## src/rtl/aes_pkg.sv

```systemverilog
// Shared types and constants for the AES input sequencer slice.
package aes_pkg;

  localparam int word_w_lp     = 32;
  localparam int key_words_lp  = 8;
  localparam int text_words_lp = 4;

  typedef enum logic [1:0] {
    NO_KEY    = 2'd0,
    KEY_LOAD  = 2'd1,
    KEY_READY = 2'd2
  } seq_state_e;

endpackage

```

## src/rtl/aes_result_fifo.sv

```systemverilog
// Result FIFO: circular buffer with a registered head, valid/yumi handshake
// and a full flag. The head reads as zero whenever the FIFO is empty.
module aes_result_fifo #(
  parameter int els_p   = 4,
  parameter int width_p = 128
) (
  input  logic               clk_i,
  input  logic               reset_n_i,
  input  logic               v_i,
  input  logic [width_p-1:0] data_i,
  output logic               v_o,
  output logic [width_p-1:0] data_o,
  input  logic               yumi_i,
  output logic               full_o
);

  localparam int ptr_w_lp = (els_p > 1) ? $clog2(els_p) : 1;
  localparam int cnt_w_lp = $clog2(els_p + 1);

  logic [width_p-1:0]  mem_q [els_p];
  logic [ptr_w_lp-1:0] wr_q, wr_d, rd_q, rd_d;
  logic [cnt_w_lp-1:0] cnt_q, cnt_d;
  logic                pop;

  function automatic logic [ptr_w_lp-1:0] next_ptr(input logic [ptr_w_lp-1:0] p);
    return (p == ptr_w_lp'(els_p - 1)) ? '0 : p + ptr_w_lp'(1);
  endfunction

  assign pop    = yumi_i & v_o;
  assign v_o    = (cnt_q != '0);
  assign full_o = (cnt_q == cnt_w_lp'(els_p));
  assign data_o = v_o ? mem_q[rd_q] : '0;

  // Next pointers and occupancy; a simultaneous push and pop keeps the count.
  always_comb begin
    wr_d  = v_i ? next_ptr(wr_q) : wr_q;
    rd_d  = pop ? next_ptr(rd_q) : rd_q;
    cnt_d = cnt_q;
    if (v_i && !pop)      cnt_d = cnt_q + cnt_w_lp'(1);
    else if (pop && !v_i) cnt_d = cnt_q - cnt_w_lp'(1);
  end

  // Control state: pointers and occupancy, cleared by reset.
  always_ff @(posedge clk_i or negedge reset_n_i) begin
    if (!reset_n_i) begin
      wr_q  <= '0;
      rd_q  <= '0;
      cnt_q <= '0;
    end else begin
      wr_q  <= wr_d;
      rd_q  <= rd_d;
      cnt_q <= cnt_d;
    end
  end

  // Storage: written on push, never reset (empty FIFO masks the head).
  always_ff @(posedge clk_i) begin
    if (v_i) mem_q[wr_q] <= data_i;
  end

endmodule

```

## src/rtl/aes_input_sequencer.sv

```systemverilog
// Collects 32-bit key/plaintext words, launches 128-bit blocks into a
// fixed-latency encryption core and buffers results in a credit-protected FIFO.
module aes_input_sequencer
  import aes_pkg::*;
#(
  parameter int core_latency_p = 16,
  parameter int fifo_els_p     = 4
) (
  input  logic         clk_i,
  input  logic         reset_n_i,
  input  logic         in_v_i,
  input  logic         in_key_i,
  input  logic [31:0]  in_data_i,
  output logic         in_ready_o,
  output logic [255:0] initial_key_o,
  output logic [127:0] plaintext_o,
  output logic         launch_o,
  input  logic [127:0] ciphertext_i,
  output logic         out_v_o,
  output logic [127:0] out_data_o,
  input  logic         out_yumi_i
);

  localparam int cred_w_lp     = $clog2(fifo_els_p + 1);
  localparam int key_cnt_w_lp  = $clog2(key_words_lp);
  localparam int text_cnt_w_lp = $clog2(text_words_lp);

  seq_state_e               state_q, state_d;
  logic [key_cnt_w_lp-1:0]  key_cnt_q, key_cnt_d;
  logic [text_cnt_w_lp-1:0] text_cnt_q, text_cnt_d;
  logic [cred_w_lp-1:0]     credits_q, credits_d;
  logic [255:0]             key_q, key_d;
  logic [127:0]             asm_q, asm_d;
  logic [127:0]             plaintext_q, plaintext_d;
  logic                     launch_q, launch_d;
  logic                     alive_q;
  logic [core_latency_p-1:0] dly_q, dly_d;

  logic in_flight, key_ok, text_ok;
  logic acc, key_acc, text_acc, text_last;
  logic push, pop, fifo_full;

  // Readiness depends only on registered state, so out_yumi_i never reaches
  // in_ready_o combinationally; alive_q keeps it low through reset.
  assign in_flight  = launch_q | (|dly_q);
  assign key_ok     = (text_cnt_q == '0) && !in_flight;
  assign text_ok    = (state_q == KEY_READY) &&
                      ((text_cnt_q != text_cnt_w_lp'(text_words_lp - 1)) || (credits_q != '0));
  assign in_ready_o = alive_q & (in_key_i ? key_ok : text_ok);

  assign acc       = in_v_i & in_ready_o;
  assign key_acc   = acc & in_key_i;
  assign text_acc  = acc & ~in_key_i;
  assign text_last = text_acc && (text_cnt_q == text_cnt_w_lp'(text_words_lp - 1));
  assign pop       = out_v_o & out_yumi_i;
  assign push      = dly_q[core_latency_p-1];

  assign initial_key_o = key_q;
  assign plaintext_o   = plaintext_q;
  assign launch_o      = launch_q;

  // Word packing, key FSM, block launch and credit accounting.
  always_comb begin
    state_d     = state_q;
    key_cnt_d   = key_cnt_q;
    text_cnt_d  = text_cnt_q;
    key_d       = key_q;
    asm_d       = asm_q;
    plaintext_d = plaintext_q;
    launch_d    = 1'b0;
    credits_d   = credits_q;

    if (key_acc) begin
      for (int i = 0; i < key_words_lp; i++)
        if (key_cnt_q == key_cnt_w_lp'(i))
          key_d[(key_words_lp-1-i)*word_w_lp +: word_w_lp] = in_data_i;
      key_cnt_d = key_cnt_q + key_cnt_w_lp'(1);
      state_d   = (key_cnt_q == key_cnt_w_lp'(key_words_lp - 1)) ? KEY_READY : KEY_LOAD;
    end

    if (text_acc) begin
      for (int i = 0; i < text_words_lp; i++)
        if (text_cnt_q == text_cnt_w_lp'(i))
          asm_d[(text_words_lp-1-i)*word_w_lp +: word_w_lp] = in_data_i;
      if (text_last) begin
        plaintext_d = asm_d;
        text_cnt_d  = '0;
        launch_d    = 1'b1;
      end else begin
        text_cnt_d  = text_cnt_q + text_cnt_w_lp'(1);
      end
    end

    if (text_last && !pop)      credits_d = credits_q - cred_w_lp'(1);
    else if (pop && !text_last) credits_d = credits_q + cred_w_lp'(1);

    dly_d    = '0;
    dly_d[0] = launch_q;
    for (int i = 1; i < core_latency_p; i++) dly_d[i] = dly_q[i-1];
  end

  // Sequencer registers; key and plaintext outputs read zero in reset.
  always_ff @(posedge clk_i or negedge reset_n_i) begin
    if (!reset_n_i) begin
      state_q     <= NO_KEY;
      key_cnt_q   <= '0;
      text_cnt_q  <= '0;
      credits_q   <= cred_w_lp'(fifo_els_p);
      key_q       <= '0;
      plaintext_q <= '0;
      launch_q    <= 1'b0;
      alive_q     <= 1'b0;
      dly_q       <= '0;
    end else begin
      state_q     <= state_d;
      key_cnt_q   <= key_cnt_d;
      text_cnt_q  <= text_cnt_d;
      credits_q   <= credits_d;
      key_q       <= key_d;
      plaintext_q <= plaintext_d;
      launch_q    <= launch_d;
      alive_q     <= 1'b1;
      dly_q       <= dly_d;
    end
  end

  // Plaintext assembly register: partial block, no reset needed.
  always_ff @(posedge clk_i) begin
    asm_q <= asm_d;
  end

  aes_result_fifo #(
    .els_p  (fifo_els_p),
    .width_p(128)
  ) u_fifo (
    .clk_i    (clk_i),
    .reset_n_i(reset_n_i),
    .v_i      (push),
    .data_i   (ciphertext_i),
    .v_o      (out_v_o),
    .data_o   (out_data_o),
    .yumi_i   (out_yumi_i),
    .full_o   (fifo_full)
  );

  // Credits guarantee a push never lands on a full FIFO without a pop.
  a_no_overflow: assert property (@(posedge clk_i) disable iff (!reset_n_i)
    !(push && fifo_full && !pop));

  a_credit_range: assert property (@(posedge clk_i) disable iff (!reset_n_i)
    credits_q <= cred_w_lp'(fifo_els_p));

endmodule

```

## config.mk

```make
export PLATFORM = sky130hd
export DESIGN_NAME = aes_input_sequencer
export DESIGN_NICKNAME = d
export VERILOG_FILES = /design/src/rtl/aes_pkg.sv /design/src/rtl/aes_result_fifo.sv /design/src/rtl/aes_input_sequencer.sv
export SDC_FILE = /design/constraint.sdc
export NUM_CORES = 1
export LEC_CHECK = 0
export ABC_AREA = 1
export BUFFER_PORTS_ARGS = -buffer_cell sky130_fd_sc_hd__buf_4
export CAP_MARGIN = 30
export CORE_ASPECT_RATIO = 0.9
export CORE_MARGIN = 8
export CORE_UTILIZATION = 45
export CTS_BUF_LIST = sky130_fd_sc_hd__clkbuf_8 sky130_fd_sc_hd__clkbuf_16
export DETAILED_ROUTE_END_ITERATION = 7
export PLACE_DENSITY = 0.66
export SETUP_SLACK_MARGIN = 0.05
export SKIP_CTS_REPAIR_TIMING = 1
export SYNTH_ARGS = -nofsm -noshare
export SYNTH_HDL_FRONTEND = slang
export SYNTH_SLANG_ARGS = --single-unit
```

## constraint.sdc

```tcl
create_clock -name clk_i -period 5.7 [get_ports clk_i]
set_input_delay 0.57 -clock clk_i [delete_from_list [all_inputs] [get_ports clk_i]]
set_output_delay 0.57 -clock clk_i [all_outputs]
set_load 0.01 [all_outputs]
```

## Yosys cells after proc, flatten, opt, wreduce, memory -nomap -nowiden

Memory sizes are Yosys's and may differ from the RTL's.
Index checks and enable logic that the tools add are counted.

- Register bits: 547
- Input bits: 165
- Memories kept: 1
- Word-level logic and storage cells: 96
- Bits in writable memories: 512
- Output and inout bits: 515

Memory list:

| memory | words | bits a word | rd ports | clocked after Yosys merged registers in | wr ports | line | text |
|---|---|---|---|---|---|---|---|
| u_fifo.mem_q | 4 | 128 | 1 | 0 | 1 | aes_result_fifo.sv:20 | `logic [width_p-1:0] mem_q [els_p];` |

- Bitwise gates (word level): 7
- Multiplexer cells: 18
- Reduce and logical (&&, ||, !) cells: 28
- Equal/unequal tests: 14
- $add $sub $neg: 8

Operator list:

| cell | number |
|---|---|
| two-way mux 128 bit | 1 |
| two-way mux 32 bit | 4 |
| AND reduction 2 bit | 9 |
| OR reduction 16 bit | 1 |
| == test 3 bit, second input constant | 4 |
| two-way mux 3 bit | 4 |
| == test 2 bit, second input constant | 5 |
| adder 3 x 1 -> 3 bit, second input constant | 3 |
| two-way mux 2 bit | 4 |
| logical AND 1 bit | 7 |
| adder 2 x 1 -> 2 bit, second input constant | 3 |
| == test 3 x 2 -> 1 bit, second input constant | 2 |
| nonzero test 3 bit | 2 |
| subtractor 3 x 1 -> 3 bit, second input constant | 2 |
| AND 1 bit | 5 |
| two-way mux 1 bit | 5 |
| logical NOT 1 bit | 4 |
| nonzero test 2 bit | 2 |
| == test 3 x 1 -> 1 bit, second input constant | 1 |
| logical NOT 3 bit | 1 |
| == test 2 x 1 -> 1 bit, second input constant | 1 |
| logical NOT 2 bit | 1 |
| inequality test 2 bit, second input constant | 1 |
| logical OR 1 bit | 1 |
| other kinds (2) | 2 |

## Logic depth before layout (Yosys ltp)

- Word-level depth: 13
- Gate-level depth with buffers: 17
- Mapped depth without buffers: 14

## Cells and area by module

From an unflattened synthesis, not the netlist that was laid out.

- Cells, all modules: 4,232
- Area total of the unflattened synthesis: 43,619.3 µm²

By module, submodules not included:

| module | area an instance (µm²) | cells an instance | times used |
|---|---|---|---|
| aes_result_fifo | 22,238.8 | 2,075 | 1 |
| aes_input_sequencer | 21,380.5 | 2,157 | 1 |

## Worst setup path before layout

OpenSTA, ideal clock, no wires.

- Path type: register to register
- From: reg text_cnt_q[0]
- To: reg asm_q[100] (enable)
- Period minus slack after synthesis: 4,709 ps
- Slack: 991 ps
- Path buffers: 2
- Stages on the path, launching flop included: 11
- Setup time: 497 ps
- Data arrival time: 4,211 ps
- Path through: dfrtp_1 -> ha_1 -> buf_2 -> inv_2 -> nor2_1 -> nand2_1 -> nand2_1 -> a21oi_1 -> nand3_1 -> nor2_2 -> clkbuf_1

- Word-level cells in the longest chain between the ends: 7
- Elaborated cells between the ends (all ways): 9

Ends and longest elaborated chain:

| item | line | text |
|---|---|---|
| from (decl) | aes_input_sequencer.sv:30 | `logic [text_cnt_w_lp-1:0] text_cnt_q, text_cnt_d;` |
| from (signal assigned) | aes_input_sequencer.sv:117 | `text_cnt_q <= text_cnt_d;` |
| inequality test 2 bit | aes_input_sequencer.sv:48 | `((text_cnt_q != text_cnt_w_lp'(text_words_lp - 1)) \|\| (credits_q != '0));` |
| logical OR 1 bit | aes_input_sequencer.sv:48 |  |
| logical AND 1 bit | aes_input_sequencer.sv:47 | `assign text_ok = (state_q == KEY_READY) &&` |
| two-way mux 1 bit * | aes_input_sequencer.sv:49 | `assign in_ready_o = alive_q & (in_key_i ? key_ok : text_ok);` |
| AND 1 bit * | aes_input_sequencer.sv:49 |  |
| AND 1 bit * | aes_input_sequencer.sv:51 | `assign acc = in_v_i & in_ready_o;` |
| AND 1 bit * | aes_input_sequencer.sv:53 | `assign text_acc = acc & ~in_key_i;` |
| to (signal assigned) | aes_input_sequencer.sv:129 | `asm_q <= asm_d;` |
| to (decl) | aes_input_sequencer.sv:33 | `logic [127:0] asm_q, asm_d;` |

Mark *: on every way between the ends. The rest lies on a longest branch, timed or not.
A chain may end at the register's enable or synchronous reset.

## Worst setup path after layout

- From: reg u_fifo.rd_q[0]
- To: out out_data_o[30]

- Word-level cells in the longest chain between the ends: 2

Ends and longest elaborated chain:

| item | line | text |
|---|---|---|
| from (decl) | aes_result_fifo.sv:21 | `logic [ptr_w_lp-1:0] wr_q, wr_d, rd_q, rd_d;` |
| from (signal assigned) | aes_result_fifo.sv:51 | `rd_q <= rd_d;` |
| memory read (4 x 128 bit) | -- |  |
| two-way mux 128 bit | aes_result_fifo.sv:32 | `assign data_o = v_o ? mem_q[rd_q] : '0;` |
| to (decl) | aes_input_sequencer.sv:20 | `output logic [127:0] out_data_o,` |

Every way passes these cells.

==> impl_metrics.yaml <==
clock_network:
  ctsHtreeMaxLevel: 3
  cts_tree: "done"
  clk_latency_ns: 0.67
  path_clk_slew_ns: 0.06
  cts.path.max_buffers: 3
  cts.sinks: 1027
  numCtsBuffers: 104
  cts_root_buf: "clkbuf_16"
placed_design:
  portBuffers: 679
  dp_worst_setup_slack_ns: 2.169
  gp_congestion: 0.8470
  dp_hpwl_um: 78560
  postPlaceCellArea_sq_um: 47260
yosys:
  synthArstFlopShare: 0.4080
  synth_flop_cell: "edfxtp_1"
  syn_inst: 3696
  syn_area_per_cell_sq_um: 11.15
  yosysWarnings: 0
  synth_mux_area_frac: 0.02650
  synthSimpleGateAreaFrac: 0.1432
  seq_area_frac_synth: 0.6975
  synth_top_family_by_area: "simple AND/OR/NAND/NOR gates"
  synth_edf_count: 608
  synth_xor_xnor_area_share: 0.001063
  syn_nets: 3880
  ys_ff_latch: 1027
  yosysUniqueCellTypes: 30
  synth_compound_area_frac: 0.08349
  netlist_area_sq_um: 41210
  synthAdderAreaFrac: 0.006133
hold_path:
  hold_class: "in -> reg"
  min-delay-start: "ciphertext_i[75]"
  min_path_cells: 1
  whs_endpoint: "u_fifo.mem_q[3][75]"
critical_path:
  worstReg2RegStart: "text_cnt_q[0]"
  critPathKind: "reg -> out"
  cp_max_fo: 121
  endpoint_kind: "primary output"
  r2r_cells: 15
  arrival_ns: 3.28
  r2r_slack_ns: 2.19
  r2r-end: "credits_q[2]"
  cp-start-kind: "flip-flop"
  cp.required_ns: 5.13
pwr:
  clock_power_share: 0.255
  pwr-share-seq: 0.379
  finalPower_w: 0.02635
  combPwrFrac: 0.366
  p_int_w: 0.01693
  vdd_drop_max_mv: 0.3783
  power.static_leakage_nw: 22.02
  netSwitchingFraction: 0.3575
  p_per_area_nw_per_um2: 519.4
  p_switching_w: 0.009421
layout:
  multi_input_area_sq_um: 10770
  fin_area_sq_um: 50730
  drive_gt1_frac: 0.2303
  fillCellCount: 7668
  area_growth_syn_to_layout_pct: 23.11
  finish.utilization: 0.5581
  final_common_cell: "nand2_1"
  layout_common_cells: "nand2_1, buf_4, edfxtp_1"
  ff_latch_area_sq_um: 28750
  fin_nets: 4447
sta:
  worst_slew_pin_slew_ns: 1.165
  fmax_mhz: 259.4
  post-route-min-period_ns: 3.855
  skew_ns: 0.02726
  setup_ws_ns: 1.845
  slew_headroom: 0.2237
  finalCritPeriodShare: 0.6763
  drv_slew: 0
  rsz0062_at_grt: "no"
  hold_violations: 0
  setup_viol: 0
  finalSetupTns_ns: 0
routing:
  detail_route.wl_per_cell_um: 22.42
  antenna_left: 0
  viasPerCell: 5.219
  vias: 29160
  drtIter0Drc: 2790
  wl_um: 125300
  drt_pass1_iterations: 6
  drc: 0
floorplanning:
  die_area_sq_um: 101500
  num_rows: 105
  ios: 680
  start_util: 0.4533
  die_w_um: 335.0
  core_area_sq_um: 90910
  die_y_um: 303.1
grt:
  grt_usage: 0.2361
  antenna_found_initial: 7
  grt.overflow.total: 0
  grt_max_degree: 213
  first_global_vias: 27740
  grt_pass1_wl_um: 182400
job:
  maxCapViolCount: 0
outcome:
  status: "completed"
## cell families (layout without fill, tap and decap cells)
group / Yosys count / after routing
other: 1 / 7
and+or+nand+nor: 1504 / 1504
AOI/OAI and AO/OA: 623 / 623
DFF: 1027 / 1027
buffers and inverters: 420 / 1075
xor gates and xnor gates: 5 / 5
muxes: 97 / 97
adders and majority gates: 19 / 19
## routing by layer
metal  part of all wire  global-route usage
met1               0.40              0.3069
met2               0.47              0.3777
met3              0.073             0.05211
met4              0.052              0.1133
met5                  0                   0
## critical path: stages, from the launching register on
cell	delay, ns
dfrtp_4	0.72
inv_6	0.61
buf_4	0.48
o21ai_0	0.15
a21oi_1	0.31
buf_4	0.19
## flip-flops by register name, summed over array words and instances (netlist names)
register	flops
u_fifo.mem_q	512
state_q	2
asm_q	96
launch_o	1
initial_key_o	256
u_fifo.rd_q	2
alive_q	1
plaintext_o	128
dly_q	16
credits_q	3
key_cnt_q	3
text_cnt_q	2
u_fifo.wr_q	2
u_fifo.cnt_q	3
## cell usage after synthesis (all sizes together), types with 2 or more instances
library cell  number  area, sq um
o21ai            361         1807
nand2            828         3108
clkbuf           162        608.1
o21bai           128        960.9
inv              159        596.8
a21oi            133        665.6
dfrtp            418        10460
mux2              97         1092
nand4              2        27.53
xnor2              4        35.03
fa                 2        40.04
ha                17        212.7
nor2             540         2092
and2               2        12.51
buf               99        529.3
edfxtp           608        18260
nand3            131        655.6
## power by group through the flow
stage	logic, W	registers [W]	clock network, W
2_1_floorplan	0.00440	0.0103	0
3_3_place_gp	0.00958	0.0101	0
3_5_place_dp	0.00972	0.0101	0
4_1_cts	0.00976	0.00999	0.00683
5_1_grt	0.0105	0.0101	0.00711
6_report	0.00965	0.0100	0.00671
## layout make-up
type,count,share of cell area
diodes,6,0.0002959
clock buffers,122,0.05640
clock inverters,72,0.01102
inverters,159,0.01216
multi-input cells,2249,0.2123
flip-flops and latches,1027,0.5667
well taps,1230,0.03033
repair buffers,722,0.1108
## through the flow
step | hold slack, ns | std cells
after global placement | 0.3576 | 5382
after CTS | -0.06483 | 5579
after detailed placement | 0.3612 | 5385
after global routing | 0.05869 | 5587
final | 0.1013 | 5587
after floorplan | 0.2744 | 3696
## worst max-delay path by stage
stage,cells after the start,to,slack (ns),from
after global placement,15,credits_q[2],2.20,text_cnt_q[0]
final,5,out_data_o[30],1.85,u_fifo.rd_q[0]
after global routing,6,out_data_o[29],1.60,u_fifo.rd_q[0]
after floorplan,10,asm_q[100],0.99,text_cnt_q[0]
after CTS,5,out_data_o[30],1.80,u_fifo.rd_q[0]
after detailed placement,15,credits_q[2],2.17,text_cnt_q[0]
(Power assumes the default switching activity.)
